## src/rtl/kpn_delay_scheduler.sv

```systemverilog
// -----------------------------------------------------------------------------
// kpn_delay_scheduler
//
// Firing controller for a KPN delay actor that sits between an input FIFO and
// an output FIFO carrying 16-bit fixed-point tokens.
//
// After reset the controller first primes the output channel with
// DELAY_NUMBER copies of INIT_TOKEN. It then forwards tokens one at a time:
// read one token from the input FIFO, wait out the FIFO read latency, capture
// the data, and write it to the output FIFO. Every firing is gated by the
// FIFO empty/full flags.
//
// Parameters
//   DELAY_NUMBER  number of initial tokens written before the first forward
//                 (0 = no priming, legal range 0..255)
//   INIT_TOKEN    value of each initial token
//
// Ports
//   clk            in   1   system clock, rising edge
//   rst_n          in   1   asynchronous active-low reset
//   enable_i       in   1   level, 1 = scheduler may fire
//   in_empty_i     in   1   input FIFO empty flag
//   in_data_i      in   16  input FIFO read data, valid 1 cycle after in_rd_o
//   in_rd_o        out  1   input FIFO read strobe, one pulse per token
//   out_full_i     in   1   output FIFO full flag
//   out_data_o     out  16  token to output FIFO, stable while out_wr_o=1
//   out_wr_o       out  1   output FIFO write strobe, one pulse per token
//   primed_o       out  1   1 once all initial tokens have been written
//   busy_o         out  1   1 in every state except IDLE
//   fire_count_o   out  16  forwarded tokens (priming excluded), wraps
//   stall_count_o  out  16  only with KPN_SCHED_STALL_CNT_EN defined: cycles
//                           spent blocked by out_full_i in PRIME or WRITE,
//                           saturating at 16'hFFFF
//
// Build option
//   KPN_SCHED_STALL_CNT_EN  adds the stall counter and its output port.
//
// All outputs are driven straight from flops; the strobes are computed from
// the flags sampled at one edge and appear during the following cycle.
// -----------------------------------------------------------------------------
module kpn_delay_scheduler #(
    parameter int unsigned DELAY_NUMBER = 4,
    parameter logic [15:0] INIT_TOKEN   = 16'h0000
) (
    input  logic        clk,
    input  logic        rst_n,
    input  logic        enable_i,
    input  logic        in_empty_i,
    input  logic [15:0] in_data_i,
    output logic        in_rd_o,
    input  logic        out_full_i,
    output logic [15:0] out_data_o,
    output logic        out_wr_o,
    output logic        primed_o,
    output logic        busy_o,
    output logic [15:0] fire_count_o
`ifdef KPN_SCHED_STALL_CNT_EN
    ,
    output logic [15:0] stall_count_o
`endif
);

    typedef enum logic [2:0] {
        ST_IDLE    = 3'd0,
        ST_PRIME   = 3'd1,
        ST_WAIT_IN = 3'd2,
        ST_READ    = 3'd3,
        ST_CAPTURE = 3'd4,
        ST_WRITE   = 3'd5
    } state_e;

    // With no priming requested the scheduler comes out of reset already
    // primed, so IDLE goes straight to WAIT_IN.
    localparam logic       PRIME_NONE = (DELAY_NUMBER == 0);
    // Counter value at which the last initial token is being written.
    localparam logic [7:0] PRIME_LAST = (DELAY_NUMBER == 0) ? 8'd0
                                                            : 8'(DELAY_NUMBER - 1);

    state_e      state_q,      state_d;
    logic        in_rd_q,      in_rd_d;
    logic        out_wr_q,     out_wr_d;
    logic [15:0] out_data_q,   out_data_d;
    logic        primed_q,     primed_d;
    logic        busy_q,       busy_d;
    logic [15:0] fire_count_q, fire_count_d;
    logic [7:0]  prime_cnt_q,  prime_cnt_d;

    // -------------------------------------------------------------------------
    // Next-state and next-output logic
    // -------------------------------------------------------------------------
    always_comb begin
        state_d      = state_q;
        in_rd_d      = 1'b0;
        out_wr_d     = 1'b0;
        out_data_d   = out_data_q;
        primed_d     = primed_q;
        fire_count_d = fire_count_q;
        prime_cnt_d  = prime_cnt_q;

        case (state_q)
            ST_IDLE: begin
                if (enable_i) begin
                    state_d = primed_q ? ST_WAIT_IN : ST_PRIME;
                end
            end

            ST_PRIME: begin
                // Dropping enable pauses priming in place; the counter keeps
                // its value so priming resumes where it left off.
                if (enable_i && !out_full_i) begin
                    out_wr_d    = 1'b1;
                    out_data_d  = INIT_TOKEN;
                    prime_cnt_d = prime_cnt_q + 8'd1;
                    if (prime_cnt_q == PRIME_LAST) begin
                        // primed rises in the same cycle as the last write
                        primed_d = 1'b1;
                        state_d  = ST_WAIT_IN;
                    end
                end
            end

            ST_WAIT_IN: begin
                if (!enable_i) begin
                    state_d = ST_IDLE;
                end else if (!in_empty_i) begin
                    in_rd_d = 1'b1;
                    state_d = ST_READ;
                end
            end

            ST_READ: begin
                // in_rd is high during this cycle; the FIFO presents the
                // data in the next one.
                state_d = ST_CAPTURE;
            end

            ST_CAPTURE: begin
                out_data_d = in_data_i;
                state_d    = ST_WRITE;
            end

            ST_WRITE: begin
                // A token already read is always delivered, so enable is
                // deliberately ignored here.
                if (!out_full_i) begin
                    out_wr_d     = 1'b1;
                    fire_count_d = fire_count_q + 16'd1;
                    state_d      = ST_WAIT_IN;
                end
            end

            default: begin
                state_d = ST_IDLE;
            end
        endcase

        busy_d = (state_d != ST_IDLE);
    end

    // -------------------------------------------------------------------------
    // State and output registers
    // -------------------------------------------------------------------------
    always_ff @(posedge clk or negedge rst_n) begin
        if (!rst_n) begin
            state_q      <= ST_IDLE;
            in_rd_q      <= 1'b0;
            out_wr_q     <= 1'b0;
            out_data_q   <= 16'h0000;
            primed_q     <= PRIME_NONE;
            busy_q       <= 1'b0;
            fire_count_q <= 16'h0000;
            prime_cnt_q  <= 8'd0;
        end else begin
            state_q      <= state_d;
            in_rd_q      <= in_rd_d;
            out_wr_q     <= out_wr_d;
            out_data_q   <= out_data_d;
            primed_q     <= primed_d;
            busy_q       <= busy_d;
            fire_count_q <= fire_count_d;
            prime_cnt_q  <= prime_cnt_d;
        end
    end

    assign in_rd_o      = in_rd_q;
    assign out_wr_o     = out_wr_q;
    assign out_data_o   = out_data_q;
    assign primed_o     = primed_q;
    assign busy_o       = busy_q;
    assign fire_count_o = fire_count_q;

`ifdef KPN_SCHED_STALL_CNT_EN
    // -------------------------------------------------------------------------
    // Back-pressure stall counter: one count per cycle spent in a writing
    // state with the output FIFO full. Saturates rather than wrapping.
    // -------------------------------------------------------------------------
    logic [15:0] stall_cnt_q, stall_cnt_d;

    always_comb begin
        stall_cnt_d = stall_cnt_q;
        if ((state_q == ST_PRIME || state_q == ST_WRITE) && out_full_i
            && (stall_cnt_q != 16'hFFFF)) begin
            stall_cnt_d = stall_cnt_q + 16'd1;
        end
    end

    always_ff @(posedge clk or negedge rst_n) begin
        if (!rst_n) begin
            stall_cnt_q <= 16'h0000;
        end else begin
            stall_cnt_q <= stall_cnt_d;
        end
    end

    assign stall_count_o = stall_cnt_q;
`endif

endmodule
```

## config.mk

```make
export PLATFORM = sky130hd
export DESIGN_NAME = kpn_delay_scheduler
export DESIGN_NICKNAME = d
export VERILOG_FILES = /design/src/rtl/kpn_delay_scheduler.sv
export SDC_FILE = /design/constraint.sdc
export NUM_CORES = 1
export LEC_CHECK = 0
export ABC_AREA = 1
export CAP_MARGIN = 30
export CORE_ASPECT_RATIO = 0.5
export CORE_MARGIN = 5
export CORE_UTILIZATION = 45
export CTS_BUF_LIST = sky130_fd_sc_hd__clkbuf_8 sky130_fd_sc_hd__clkbuf_16
export DETAILED_ROUTE_END_ITERATION = 6
export GPL_ROUTABILITY_DRIVEN = 0
export HOLD_SLACK_MARGIN = 0.12
export PLACE_DENSITY_LB_ADDON = 0.3
export SLEW_MARGIN = 20
export SYNTH_ARGS = -nofsm -noshare
export SYNTH_HDL_FRONTEND = slang
export SYNTH_SLANG_ARGS = --single-unit
```

## constraint.sdc

```tcl
create_clock -name clk -period 1.5 [get_ports clk]
set_clock_uncertainty 0.1 [all_clocks]
set_input_delay 0.45 -clock clk [delete_from_list [all_inputs] [get_ports clk]]
set_output_delay 0.45 -clock clk [all_outputs]
set_load 0.01 [all_outputs]
```

==> reports/metrics.csv <==
metric,value,unit
outcome,finished clean,
via density per instance,4.79,
CTS tree,yes,
total via count in the routed design,2194,
Final setup viols,0,
portion of total power attributed to combinational logic,40.9,%
Synth Area per Inst,7.95,um2
antenna fix cells,0,
number of global-route vias before repair,2259,
Slew Limit Fails,0,
CTS clock-pin slew for the worst setup and hold paths,0.09,ns
WL/cell,12.9,um
H-tree depth reported by CTS,2,
switching power summed over all nets,1790,uW
total die area,6760,um2
sink count of the clock tree,47,
normalized max-slew margin,79.7,%
power per cell area,1450,nW/um2
sequential area share after synthesis,50.9,%
sw frac,37.5,%
internal power consumption,2990,uW
clock group share of total power,20.2,%
peak fanout along the critical path,7,
antenna violations before repair,0,
wire length of the first global-routing pass,9710,um
slew at the pin closest to its max-slew limit,0.304,ns
leakage power,0.00175,uW
"wirelength, routed",5890,um
overall track demand over capacity in global routing,17.8,%
met3 routed WL,255,um
Synth Warn #,0,
number of buffers on the longest clock path,2,
Port Buffer Count,56,
post-synthesis instance area,2310,um2
startpoint class of the critical path,primary input,
die height,60.7,um
crit-path leading delay family,simple AND/OR/NAND/NOR gates,
layout overhead on the synthesized area,42.4,%
post-layout instance count excluding filler cells,458,
uppermost routed layer,met4,
length of the first detailed-routing pass in iterations,4,
I/O pins,57,
CTS root buf,clkbuf_8,
sum of routed wire segments on met1,2390,um
data arrival time of the worst path,1.57,ns
shortest period the worst path allows,1.47,ns
DRC,0,
Most Frequent Cell on Critical Path,nand2_1,
register bit total from synthesis,47,
unique cell type count in the Yosys netlist,23,
Max Cap Viol,0,
hold violation total from the final report,0,
category of the most critical setup path,primary input to flip-flop,
slack of the worst reg-to-reg path,0.05,ns
Placed Cells,443,
"Slowest-stage cell, CP",dlygate4sd2_1,
Worst Path Required,1.60,ns
share of final-layout standard cells stronger than drive strength 1,29.1,%
wire length on met2,3120,um
max incr delay on CP,0.27,ns
Num CTS Buffers,5,
worst hold slack,0.405,ns
share of the cycle needed by the critical path after routing,97.8,%
VDD IR-drop max,629,uV
most common library cell in the layout ignoring fill and taps,nand2_1,
Crit. End Element,flip-flop,
pin count of the biggest net entering global routing,48,
Skew-Pair Late Insertion Delay,0.30,ns
"commonest non-fill, non-tap cells in the layout","nand2_1 (95), dfrtp_1 (47), nand3_1 (38)",
global route total overflow,0,
"Net Count, Synth",314,
DP Wirelength,3990,um
number of nets at the end of the flow,410,
cells after synthesis,291,
Buf/Inv on CP,4,
cell-by-cell trace of the critical path,"dlygate4sd2_1, inv_2, nand2_2, nor2_4, buf_6, nand2_2, clkinv_1, nand2_1, nand2_1, nand2_1",
number of standard-cell rows in the floorplan,18,
Sequential Power Share,38.8,%
initial standard-cell utilization of the core,46.7,%
Placeable Area,4950,um2
Peak Freq,682,MHz
die width,111,um
final antenna-violating net count,0,
drt initial violations,106,
class of the tightest hold or removal check,flip-flop to flip-flop,
-- worst register-to-register path, stage by stage, from the launching register on --
cell and delay [ns]:
dfrtp_1 0.44, nand2_2 0.11, nor2_4 0.25, buf_6 0.14, nand2_2 0.06, clkinv_1 0.06
nand2_1 0.06, nand2_1 0.08, nand2_1 0.05
-- power groups by stage --
stage | sequential (uW) | combinational, uW | clock, uW
after floorplan | 2010 | 811 | 0
after global placement | 1860 | 1930 | 0
after detailed placement | 1870 | 1990 | 0
after CTS | 1850 | 1960 | 983
after global routing | 1900 | 2190 | 1040
final | 1850 | 1960 | 967
-- cell families (layout without fill, tap and decap cells) --
group / Yosys count / count (layout) / share of synthesized area, %
AOI/OAI and AO/OA: 7 / 7 / 1.51
xor gates and xnor gates: 13 / 13 / 4.92
adders and majority gates: 2 / 2 / 1.08
buffers and inverters: 36 / 133 / 6.55
DFF: 47 / 47 / 50.9
and+or+nand+nor: 186 / 186 / 35.1
-- routing by layer --
layer / vias up / global-route usage, %
met5: - / 0
met1: 1044 / 19.5
met4: 0 / 6.24
met3: 12 / 4.18
li1: 1093 / -
met2: 45 / 35.4
-- state kept, by name (all words and copies together), names as in the netlist --
register / flops
fire_count_o: 16
out_data_o: 16
prime_cnt_q: 8
state_q: 3
busy_o: 1
in_rd_o: 1
out_wr_o: 1
primed_o: 1
-- final timing paths --
kind | startpoint | depth (start not counted) | endpoint
setup reg to reg | state_q[0] | 8 | fire_count_o[12]
max in group asynchronous | rst_n | 3 | prime_cnt_q[7]
hold reg to reg | out_data_o[4] | 2 | out_data_o[4]
setup / recovery | out_full_i | 10 | fire_count_o[12]
min in group asynchronous | rst_n | 3 | prime_cnt_q[1]
hold / removal | out_data_o[4] | 2 | out_data_o[4]
-- cell usage after synthesis (all sizes together) --
cell    instances  area [um2]
clkbuf          1        3.75
nand3b          3        22.5
nand4           2        12.5
nor2           32         145
xnor2           4        35.0
buf             6        38.8
inv            28         105
dfrtp          47        1180
xor2            9        78.8
nand3          39         195
clkinv          1        3.75
nor3            4        25.0
ha              2        25.0
a21oi           1        5.00
o21ai           6        30.0
nand2         106         410
-- repair_timing --
item | 4_1_cts | 5_1_grt
resized for setup | 85 | 56
setup endpoints to repair | 66 | 63
hold buffers | 1 | 0
hold endpoints to repair | 47 | 0
pin swaps | 4 | 10
buffers inserted | 4 | 2
-- metrics by stage --
step	setup WS [ns]	area, um2	total power, uW	util (%)	setup TNS, ns
3_5_place_dp	-0.442	3170	3860	64.0	-15.01
3_3_place_gp	-0.401	3170	3790	64.0	-13.63
4_1_cts	0.000744	3350	4790	67.7	0
6_report	0.0328	3290	4780	66.5	0
5_1_grt	-0.0447	3290	5130	66.5	-0.184
2_1_floorplan	0.0404	2310	2820	-	0
-- layout make-up --
type                    count  area (um2)
clock inverters             2        35.0
well taps                  70        87.6
fillers                   417        1660
clock buffers               6        82.6
inverters                  29         111
flip-flops and latches     47        1180
repair buffers             96         723
multi-input cells         208        1080
Power figures use the tool's default switching activity.
